===== src/rtl/seq_detect_param.sv =====
// Serial pattern detector with a loadable pattern, selectable overlapping or
// non-overlapping detection, and a saturating match counter.
module seq_detect_param #(
   parameter int unsigned      PAT_W   = 4,
   parameter logic [PAT_W-1:0] PAT_RST = PAT_W'(4'b1101),
   parameter int unsigned      CNT_W   = 8
) (
   input  logic             clk,
   input  logic             rst_n,
   input  logic             x,
   input  logic             x_vld,
   input  logic [PAT_W-1:0] pat_in,
   input  logic             pat_ld,
   input  logic             ovl,
   input  logic             cnt_clr,
   output logic             match,
   output logic [CNT_W-1:0] match_cnt,
   output logic             cnt_sat
);

   localparam int unsigned     FW   = $clog2(PAT_W + 1);
   localparam logic [FW-1:0]   FULL = FW'(PAT_W);

   typedef enum logic [1:0] {EMPTY, FILLING, ARMED} state_t;

   state_t             state_q, state_d;
   logic [PAT_W-1:0]   pat_q, pat_d;
   logic [PAT_W-1:0]   hist_q, hist_d;
   logic [FW-1:0]      fill_q, fill_d;
   logic               match_q, match_d;
   logic [CNT_W-1:0]   cnt_q, cnt_d;

   logic [PAT_W-1:0]   hist_shift;
   logic [FW-1:0]      fill_inc;
   logic               hit;

   always_ff @(posedge clk or negedge rst_n) begin
      if (!rst_n) begin
         state_q <= EMPTY;
         pat_q   <= PAT_RST;
         hist_q  <= '0;
         fill_q  <= '0;
         match_q <= 1'b0;
         cnt_q   <= '0;
      end else begin
         state_q <= state_d;
         pat_q   <= pat_d;
         hist_q  <= hist_d;
         fill_q  <= fill_d;
         match_q <= match_d;
         cnt_q   <= cnt_d;
      end
   end

   always_comb begin
      hist_shift = {hist_q[PAT_W-2:0], x};
      fill_inc   = (state_q == ARMED) ? FULL : fill_q + FW'(1);
      hit        = x_vld && !pat_ld && (fill_inc == FULL) && (hist_shift == pat_q);

      pat_d   = pat_q;
      hist_d  = hist_q;
      fill_d  = fill_q;
      match_d = 1'b0;

      if (pat_ld) begin
         pat_d  = pat_in;
         hist_d = '0;
         fill_d = '0;
      end else if (x_vld) begin
         hist_d  = hist_shift;
         match_d = hit;
         // Non-overlapping mode restarts the fill so no matched bit is reused.
         if (hit) fill_d = ovl ? FULL : '0;
         else     fill_d = fill_inc;
      end

      if (fill_d == '0)       state_d = EMPTY;
      else if (fill_d == FULL) state_d = ARMED;
      else                    state_d = FILLING;

      cnt_d = cnt_q;
      if (cnt_clr)                  cnt_d = '0;
      else if (hit && (cnt_q != '1)) cnt_d = cnt_q + CNT_W'(1);
   end

   assign match     = match_q;
   assign match_cnt = cnt_q;
   assign cnt_sat   = &cnt_q;

endmodule


===== config.mk =====
export PLATFORM = sky130hd
export DESIGN_NAME = seq_detect_param
export DESIGN_NICKNAME = d
export VERILOG_FILES = /design/src/rtl/seq_detect_param.sv
export SDC_FILE = /design/constraint.sdc
export NUM_CORES = 1
export LEC_CHECK = 0
export CAP_MARGIN = 20
export CORE_MARGIN = 2
export CORE_UTILIZATION = 27
export CTS_CLUSTER_DIAMETER = 80
export DETAILED_ROUTE_END_ITERATION = 7
export GPL_TIMING_DRIVEN = 0
export SETUP_SLACK_MARGIN = 0.15
export SKIP_LAST_GASP = 1
export SLEW_MARGIN = 20
export SYNTH_ARGS = -nofsm -noshare
export SYNTH_HDL_FRONTEND = slang
export SYNTH_SLANG_ARGS = --single-unit

===== constraint.sdc =====
create_clock -name clk -period 2.9 [get_ports clk]
set_input_delay 0.435 -clock clk [delete_from_list [all_inputs] [get_ports clk]]
set_output_delay 0.435 -clock clk [all_outputs]
set_load 0.01 [all_outputs]

==> flow_summary.ini, run 1 <==
[cells_and_area]
final_common_cell = clkdlybuf4s50_1
finalInstanceArea_um2 = 1355
fillCellCount = 377
final_cells = 173
final_nets = 139
area_delta_synth_final_pct = 28.01
layout_common_cells = clkdlybuf4s50_1, dfrtp_1, a21oi_1
n_antenna_cell = 0
drive_gt1_frac = 0.1440

[setup_path]
slowest_stage = clkdlybuf4s50_1
path_cells = ha_1, nand3_1, nor2_1, buf_2, clkdlybuf4s50_1
cp_slowest_stage_delay_ns = 0.56
ff2ff_path_depth = 6
ff2ff_setup_slack_ns = 0.99
start_kind = flop
timing.rr.start = fill_q[0]$_DFF_PN0_
arrival_ns = 1.94
crit_required_ns = 2.47
r2r-end = match_cnt[1]$_DFFE_PN0P_
cp-end-kind = output port
critPathMaxFanout = 10
crit_type = flop to output port

[routing]
drt_pass1_iterations = 4
postRouteAntennaNets = 0
wire_per_inst_um = 12.89
wl_mm = 2.230
detail_route.iter0.violations = 34
num_vias = 854
drc = 0
via_per_inst = 4.936

[placement]
dp_slack_ns = 0.7036
gp_congestion = 0.7441
io_buffers = 19
placed_area_um2 = 1309
placed_cells = 169
place_hpwl_mm = 1.592

[min_path]
hp-start = fill_q[2]$_DFF_PN0_
min_to = fill_q[2]$_DFF_PN0_
hold_path_class = flop to flop
hold_depth = 2

[floorplanning]
die_h_um = 66.62
core-area_um2 = 3716
die_w_um = 66.62
initial_core_util = 0.2848
io_pins = 21
rows = 22
die-area_um2 = 4438

[yosys]
synth_simple_gate_area_frac = 0.1891
syn_area_um2 = 1059
yosys_warnings = 0
synth-xor-area-share = 0.04137
yosysUniqueCellTypes = 34
muxShareOfSynthArea = 0.08156
synth_top_family_by_area = simple AND/OR/NAND/NOR gates
synth_fa_ha_area_frac = 0.02364
synth_cells = 102
synth_compound_area_frac = 0.1277
ys_ff_latch = 21
seq_area_frac_synth = 0.5000
avgSynthCellArea_um2 = 10.38
syn_nets = 115

[timing]
relSlewSlack = 0.3657
fin_ws_ns = 0.5245
hold_viol = 0
worst_pin_slew_ns = 0.9485
period_needed_ns = 2.375
setup_viol = 0
finalClockSkew_ns = 0.003976
report.final.slew_viol_count = 0
clock.fmax_mhz = 421.0
tns_ns = 0
period_share = 0.8191
rsz0062_at_grt = no

[clock_tree]
postCtsHoldBufs = 0
clkSinkCount = 21
clk_pin_slew_ns = 0.08
clock_latency_ns = 0.26
h-tree-depth = 1
root_buffer = clkbuf_8
cts_buffers = 3
clk_path_buf_depth = 2
cts-resized-gates = 0
cts_tree = yes
cts_setup_buffers = 0

[global_route]
track_usage = 0.1148
antenna_found_initial = 0
grt_max_degree = 22
grt-ovfl-total = 0
grt_pass1_vias = 951
grt_pass1_wl_mm = 3.960

[power_and_ir_drop]
p_clk_frac = 0.336
power_density_nw_per_um2 = 413.7
max-vdd-ir-drop_uv = 222.7
combinationalPowerShare = 0.104
p_switching_uw = 129.2
power.leakage_nw = 0.5547
total_power_uw = 560.6
internal-power_uw = 431.4
switching_share = 0.2305
p_seq_frac = 0.560

[run_status]
status = complete, no violations

[run]
maxCapViolCount = 0
per-layer routing:
metal  vias up  routed length (um)  GRT usage
met5         -                   0          0
met4         0                   0    0.02551
met3         0                 136    0.03885
met2        30                1118     0.2075
met1       413                 975     0.1295
li1        411                   -          -
worst max-delay path by stage:
stage                                   from                  endpoint  cells past startpoint
floorplan                fill_q[0]$_DFF_PN0_  match_cnt[3]$_DFFE_PN0P_                      5
global placement                           x  match_cnt[1]$_DFFE_PN0P_                      7
detailed placement                         x  match_cnt[1]$_DFFE_PN0P_                      7
CTS                 match_cnt[0]$_DFFE_PN0P_                   cnt_sat                      5
global route        match_cnt[0]$_DFFE_PN0P_                   cnt_sat                      5
finish              match_cnt[0]$_DFFE_PN0P_                   cnt_sat                      5
power groups by stage:
stage               Clock [mW]  Combinational [mW]  Sequential, mW
detailed placement           0              0.0588           0.320
floorplan                    0              0.0342           0.318
global route             0.214              0.0651           0.316
global placement             0              0.0569           0.319
CTS                      0.202              0.0592           0.314
finish                   0.188              0.0580           0.314
state kept, by name, indices dropped and copies added (netlist names):
name and flops:
state_q 2, fill_q 3, hist_q 3, pat_q 4
match 1, match_cnt 8
worst max-delay path, delay by kind of cell, from the launching register on:
kind / cells / cell delay, ns
adders and majority gates: 1 / 0.25
buffers and inverters: 2 / 0.77
DFF: 1 / 0.43
and+or+nand+nor: 2 / 0.24
cell usage after synthesis:
cell,n,area share
a211oi_1,2,0.014
a21oi_1,9,0.043
a21oi_2,1,0.0083
and4_1,1,0.0083
buf_1,1,0.0035
buf_2,1,0.0047
buf_6,1,0.011
clkbuf_1,2,0.0071
dfrtp_1,18,0.43
dfstp_2,3,0.074
ha_1,2,0.024
inv_1,3,0.011
mux2_2,5,0.053
mux2i_1,3,0.028
nand2_1,4,0.014
nand2b_1,4,0.024
nand3_1,7,0.033
nand4_1,1,0.0059
nand4_2,1,0.012
nor2_1,8,0.028
nor2b_1,1,0.0059
nor3_1,2,0.0095
nor4_1,1,0.0059
o21ai_0,5,0.024
o21ai_2,1,0.0083
o31a_1,1,0.0083
o31ai_1,2,0.014
o41ai_1,1,0.0083
or3_1,1,0.0059
or3_2,1,0.0071
or3b_1,1,0.0083
or4_1,3,0.021
xnor2_1,1,0.0083
xor2_1,4,0.033
stage by stage:
step	util	hold WS, ns
2_1_floorplan	-	0.1394
3_3_place_gp	0.3522	0.5091
3_5_place_dp	0.3522	0.5221
4_1_cts	0.3646	0.5418
5_1_grt	0.3646	0.5555
6_report	0.3646	0.5341
area by class of cell:
cell class | count | area, um2 | share of cell area
Sequential cell | 21 | 529.3 | 0.3906
Multi-Input combinational cell | 73 | 490.5 | 0.3620
Timing Repair Buffer | 19 | 190.2 | 0.1404
Tap cell | 48 | 60.06 | 0.04432
Clock buffer | 3 | 41.29 | 0.03047
Buffer | 5 | 27.53 | 0.02031
Inverter | 3 | 11.26 | 0.008310
Clock inverter | 1 | 5.005 | 0.003693
cell families (layout without fill, tap and decap cells):
family	Yosys count	in the layout
fa+ha+maj	2	2
buf+inv	8	31
xor+xnor	5	5
simple gates	36	36
compound gates	22	22
mux	8	8
flops	21	21
No activity file was read; power rests on OpenSTA's default activity.
==> run 2, diff against run 1 <==
==> constraint.sdc (replaced) <==
create_clock -name clk -period 2.42 [get_ports clk]
set_input_delay 0.363 -clock clk [delete_from_list [all_inputs] [get_ports clk]]
set_output_delay 0.363 -clock clk [all_outputs]
set_load 0.01 [all_outputs]
==> flow_summary.ini, run 2 (synthesized netlist as in run 1, its figures left out) <==
[run_status]
status = complete, no violations

[placement]
placed_cells = 169
placed_area_um2 = 1309
gp_congestion = 0.7441
io_buffers = 19
dp_slack_ns = 0.2956
place_hpwl_mm = 1.592

[cells_and_area]
n_antenna_cell = 0
largest_reg_flops = 8
final_util = 0.3727
finalInstanceArea_um2 = 1385
layout_common_cells = dfrtp_1, clkdlybuf4s50_1, a21oi_1
drive_gt1_frac = 0.1719
area_delta_synth_final_pct = 30.85
final_cells = 176
final_nets = 142

[routing]
drt_pass1_iterations = 4
num_vias = 887
via_per_inst = 5.040
drc = 0
detail_route.iter0.violations = 34
wire_per_inst_um = 12.93
postRouteAntennaNets = 0
wl_mm = 2.275

[timing]
finalClockSkew_ns = 0.002782
rsz0062_at_grt = no
hold_viol = 0
setup_viol = 0
report.final.slew_viol_count = 0
period_needed_ns = 1.919
period_share = 0.7929
relSlewSlack = 0.3634
tns_ns = 0
holdWs_ns = 0.4998
clock.fmax_mhz = 521.1
worst_pin_slew_ns = 0.9520
fin_ws_ns = 0.5012

[min_path]
hp-start = cnt_clr
min_to = match_cnt[3]$_DFFE_PN0P_
hold_depth = 2
hold_path_class = input port to flop

[floorplanning]
initial_core_util = 0.2848
io_pins = 21
rows = 22
core-area_um2 = 3716
die-area_um2 = 4438
die_h_um = 66.62
die_w_um = 66.62

[setup_path]
arrival_ns = 2.10
crit_required_ns = 2.60
r2r-end = match_cnt[0]$_DFFE_PN0P_
slowest_stage = dfrtp_1
crit_type = flop to flop
start_kind = flop
cp_slowest_stage_delay_ns = 0.42
critPathMaxFanout = 10
cp-end-kind = flop
path_cells = ha_1, o21ai_2, nand4_2, buf_6, or3_1, a21oi_1
timing.rr.start = fill_q[0]$_DFF_PN0_
ff2ff_path_depth = 6
ff2ff_setup_slack_ns = 0.50

[power_and_ir_drop]
max-vdd-ir-drop_uv = 245.7
power.leakage_nw = 0.5865
power_density_nw_per_um2 = 487.2
total_power_uw = 674.8

[run]
maxCapViolCount = 0

[clock_tree]
postCtsHoldBufs = 0
clock_latency_ns = 0.26
cts_buffers = 3
root_buffer = clkbuf_8
clk_pin_slew_ns = 0.08
clkSinkCount = 21
h-tree-depth = 1
clk_path_buf_depth = 2
cts_tree = yes

[global_route]
track_usage = 0.1165
grt_max_degree = 22
antenna_found_initial = 0
grt-ovfl-total = 0
grt_pass1_vias = 962
grt_pass1_wl_mm = 4.008
-- run 2: changes by cell type in the layout (fill, tap and decap cells not counted) --
| cell | before | now |
|---|---|---|
| buf_2 | 1 | 0 |
| ha_1 | 2 | 1 |
| buf_4 | 0 | 4 |
| clkdlybuf4s50_1 | 19 | 18 |
| dlymetal6s2s_1 | 0 | 1 |
| ha_2 | 0 | 1 |
-- run 2: worst max-delay path by stage --
stage,start,to,slack [ns],cells after the start
after floorplan,fill_q[0]$_DFF_PN0_,match_cnt[3]$_DFFE_PN0P_,0.71,5
after detailed placement,x,match_cnt[1]$_DFFE_PN0P_,0.30,7
after global placement,x,match_cnt[1]$_DFFE_PN0P_,0.35,7
after global routing,fill_q[0]$_DFF_PN0_,match_cnt[1]$_DFFE_PN0P_,0.39,6
final,fill_q[0]$_DFF_PN0_,match_cnt[0]$_DFFE_PN0P_,0.50,6
after CTS,match_cnt[1]$_DFFE_PN0P_,cnt_sat,0.15,5
-- run 2: per-layer routing --
layer,vias up,share of wire,track usage
met5,-,0,0
met4,0,0.00088,0.02551
met3,2,0.061,0.03885
met2,31,0.50,0.2138
met1,436,0.43,0.1295
li1,418,-,-
-- run 2: power breakdown --
group / leakage [nW] / internal, mW / switching [mW] / total (mW)
logic: 0.284 / 0.0349 / 0.0348 / 0.0697
registers: 0.277 / 0.367 / 0.00888 / 0.376
clock network: 0.0255 / 0.115 / 0.114 / 0.229
-- run 2: final cells by class --
type,instances,area [um2]
Buffer,5,30.03
Clock buffer,3,41.29
Clock inverter,1,5.005
Fill cell,381,2331
Inverter,3,11.26
Multi-Input combinational cell,73,493.0
Sequential cell,21,529.3
Tap cell,48,60.06
Timing Repair Buffer,22,215.2
-- run 2: repair_timing --
action	4_1_cts	5_1_grt
gates resized for setup	0	4
pin swaps	0	0
setup endpoints to repair	1	1
buffers inserted	1	2
-- run 2: worst max-delay path, delay by kind of cell, from the launching register on --
family	cells	cell delay, ns
adders and majority gates	1	0.33
AOI/OAI and AO/OA	2	0.35
and+or+nand+nor	2	0.53
DFF	1	0.42
buffers and inverters	1	0.21
==> run 3, diff against run 2 <==
==> constraint.sdc (replaced) <==
create_clock -name clk -period 1.6 [get_ports clk]
set_input_delay 0.24 -clock clk [delete_from_list [all_inputs] [get_ports clk]]
set_output_delay 0.24 -clock clk [all_outputs]
set_load 0.01 [all_outputs]
==> flow_summary.ini, run 3 (synthesized netlist as in run 1, its figures left out) <==
[run_status]
status = complete, but fails checks
violations = negative setup slack

[setup_path]
crit_required_ns = 1.79
crit_family = simple AND/OR/NAND/NOR gates
slowest_stage = dfrtp_1
critPathMaxFanout = 7
arrival_ns = 1.97
cp-end-kind = flop
cp_slowest_stage_delay_ns = 0.39
critPathCapture = match_cnt[1]$_DFFE_PN0P_
start_kind = flop
crit_cells = 6
timing.rr.start = fill_q[1]$_DFF_PN0_
crit_type = flop to flop
worstSetupStartpoint = fill_q[1]$_DFF_PN0_
r2r-end = match_cnt[1]$_DFFE_PN0P_
ff2ff_setup_slack_ns = -0.18
critPathBufInv = 1
path_cells = ha_2, o21ai_4, nand4_4, buf_6, or3b_1, a21oi_2
ff2ff_path_depth = 6

[clock_tree]
clk_pin_slew_ns = 0.08
clk_path_buf_depth = 2
root_buffer = clkbuf_8
clkSinkCount = 21
clock_latency_ns = 0.26
h-tree-depth = 1
cts_buffers = 3
postCtsHoldBufs = 0
cts_tree = yes

[timing]
relSlewSlack = 0.3891
fin_ws_ns = -0.1767
clock.fmax_mhz = 562.8
hold_viol = 0
holdWs_ns = 0.3884
period_needed_ns = 1.777
setup_viol = 9
report.final.slew_viol_count = 0
tns_ns = -1.207
worst_pin_slew_ns = 0.9134
rsz0062_at_grt = yes
period_share = 1.110
finalClockSkew_ns = 0.003063

[routing]
drc = 0
drt_pass1_iterations = 5
via_per_inst = 5.121
detail_route.iter0.violations = 28
wl_mm = 2.487
wire_per_inst_um = 13.66
num_vias = 932
postRouteAntennaNets = 0

[floorplanning]
die_w_um = 66.62
die-area_um2 = 4438
die_h_um = 66.62
rows = 22
io_pins = 21
initial_core_util = 0.2848
core-area_um2 = 3716

[global_route]
track_usage = 0.1279
grt_pass1_vias = 971
antenna_found_initial = 0
grt-ovfl-total = 0
grt_max_degree = 22
grt_pass1_wl_mm = 4.278

[cells_and_area]
largest_reg_flops = 8
area_delta_synth_final_pct = 39.95
drive_gt1_frac = 0.2910
final_cells = 182
final_common_cell = dfrtp_1
n_antenna_cell = 0
final_nets = 148
layout_common_cells = dfrtp_1, clkdlybuf4s50_1, a21oi_1, buf_4, dlygate4sd2_1

[placement]
placed_cells = 169
io_buffers = 19
place_hpwl_mm = 1.658
gp_congestion = 0.8135
dp_slack_ns = -0.4060

[min_path]
hold_path_class = input port to flop

[power_and_ir_drop]
power_density_nw_per_um2 = 705.2
max-vdd-ir-drop_uv = 417.2
power.leakage_nw = 0.6520

[run]
maxCapViolCount = 0
run 3: per-layer routing:
metal	vias to the layer above	track usage	routed length, um
met3	2	0.03716	161
met1	461	0.1526	1120
li1	429	-	-
met5	-	0	0
met2	40	0.2288	1195
met4	0	0.02296	10
run 3: power breakdown:
| part | total, mW | internal [mW] | leakage [nW] | switching [mW] |
|---|---|---|---|---|
| sequential | 0.568 | 0.556 | 0.274 | 0.0120 |
| combinational | 0.123 | 0.0606 | 0.353 | 0.0621 |
| clock | 0.354 | 0.174 | 0.0255 | 0.181 |
| total | 1.04 | 0.790 | 0.652 | 0.255 |
run 3: worst min-delay path by stage:
stage	slack, ns	cells after the start	endpoint	start
after floorplan	-0.06	0	fill_q[0]$_DFF_PN0_	rst_n
after global placement	0.51	2	fill_q[2]$_DFF_PN0_	fill_q[2]$_DFF_PN0_
after detailed placement	0.52	2	fill_q[2]$_DFF_PN0_	fill_q[2]$_DFF_PN0_
after CTS	0.40	2	match_cnt[1]$_DFFE_PN0P_	cnt_clr
after global routing	0.41	2	match_cnt[1]$_DFFE_PN0P_	cnt_clr
final	0.39	2	match_cnt[1]$_DFFE_PN0P_	cnt_clr
run 3: layout make-up:
class,count,area [um2]
multi-input cells,73,548.0
repair buffers,28,249.0
flip-flops and latches,21,531.8
clock inverters,1,5.005
clock buffers,3,41.29
well taps,48,60.06
plain buffers,5,35.03
fillers,377,2235
inverters,3,11.26
run 3: worst register-to-register path, stage by stage (launching register included):
cell     delay, ns
dfrtp_1       0.39
ha_2          0.31
o21ai_4       0.18
nand4_4       0.17
buf_6         0.18
or3b_1        0.36
a21oi_2       0.12
run 3: what timing repair did:
item,in CTS,in global routing
setup endpoints to repair,17,14
pin swaps,3,3
setup buffers,6,2
gates cloned,1,0
gates resized for setup,14,7
run 3: stage by stage:
| step | area (um2) | util | total power, mW |
|---|---|---|---|
| finish | 1481 | 0.3987 | 1.045 |
| global route | 1481 | 0.3987 | 1.103 |
| CTS | 1440 | 0.3875 | 1.059 |
| detailed placement | 1321 | 0.3556 | 0.6885 |
| global placement | 1321 | 0.3556 | 0.6824 |
| floorplan | 1071 | - | 0.6391 |
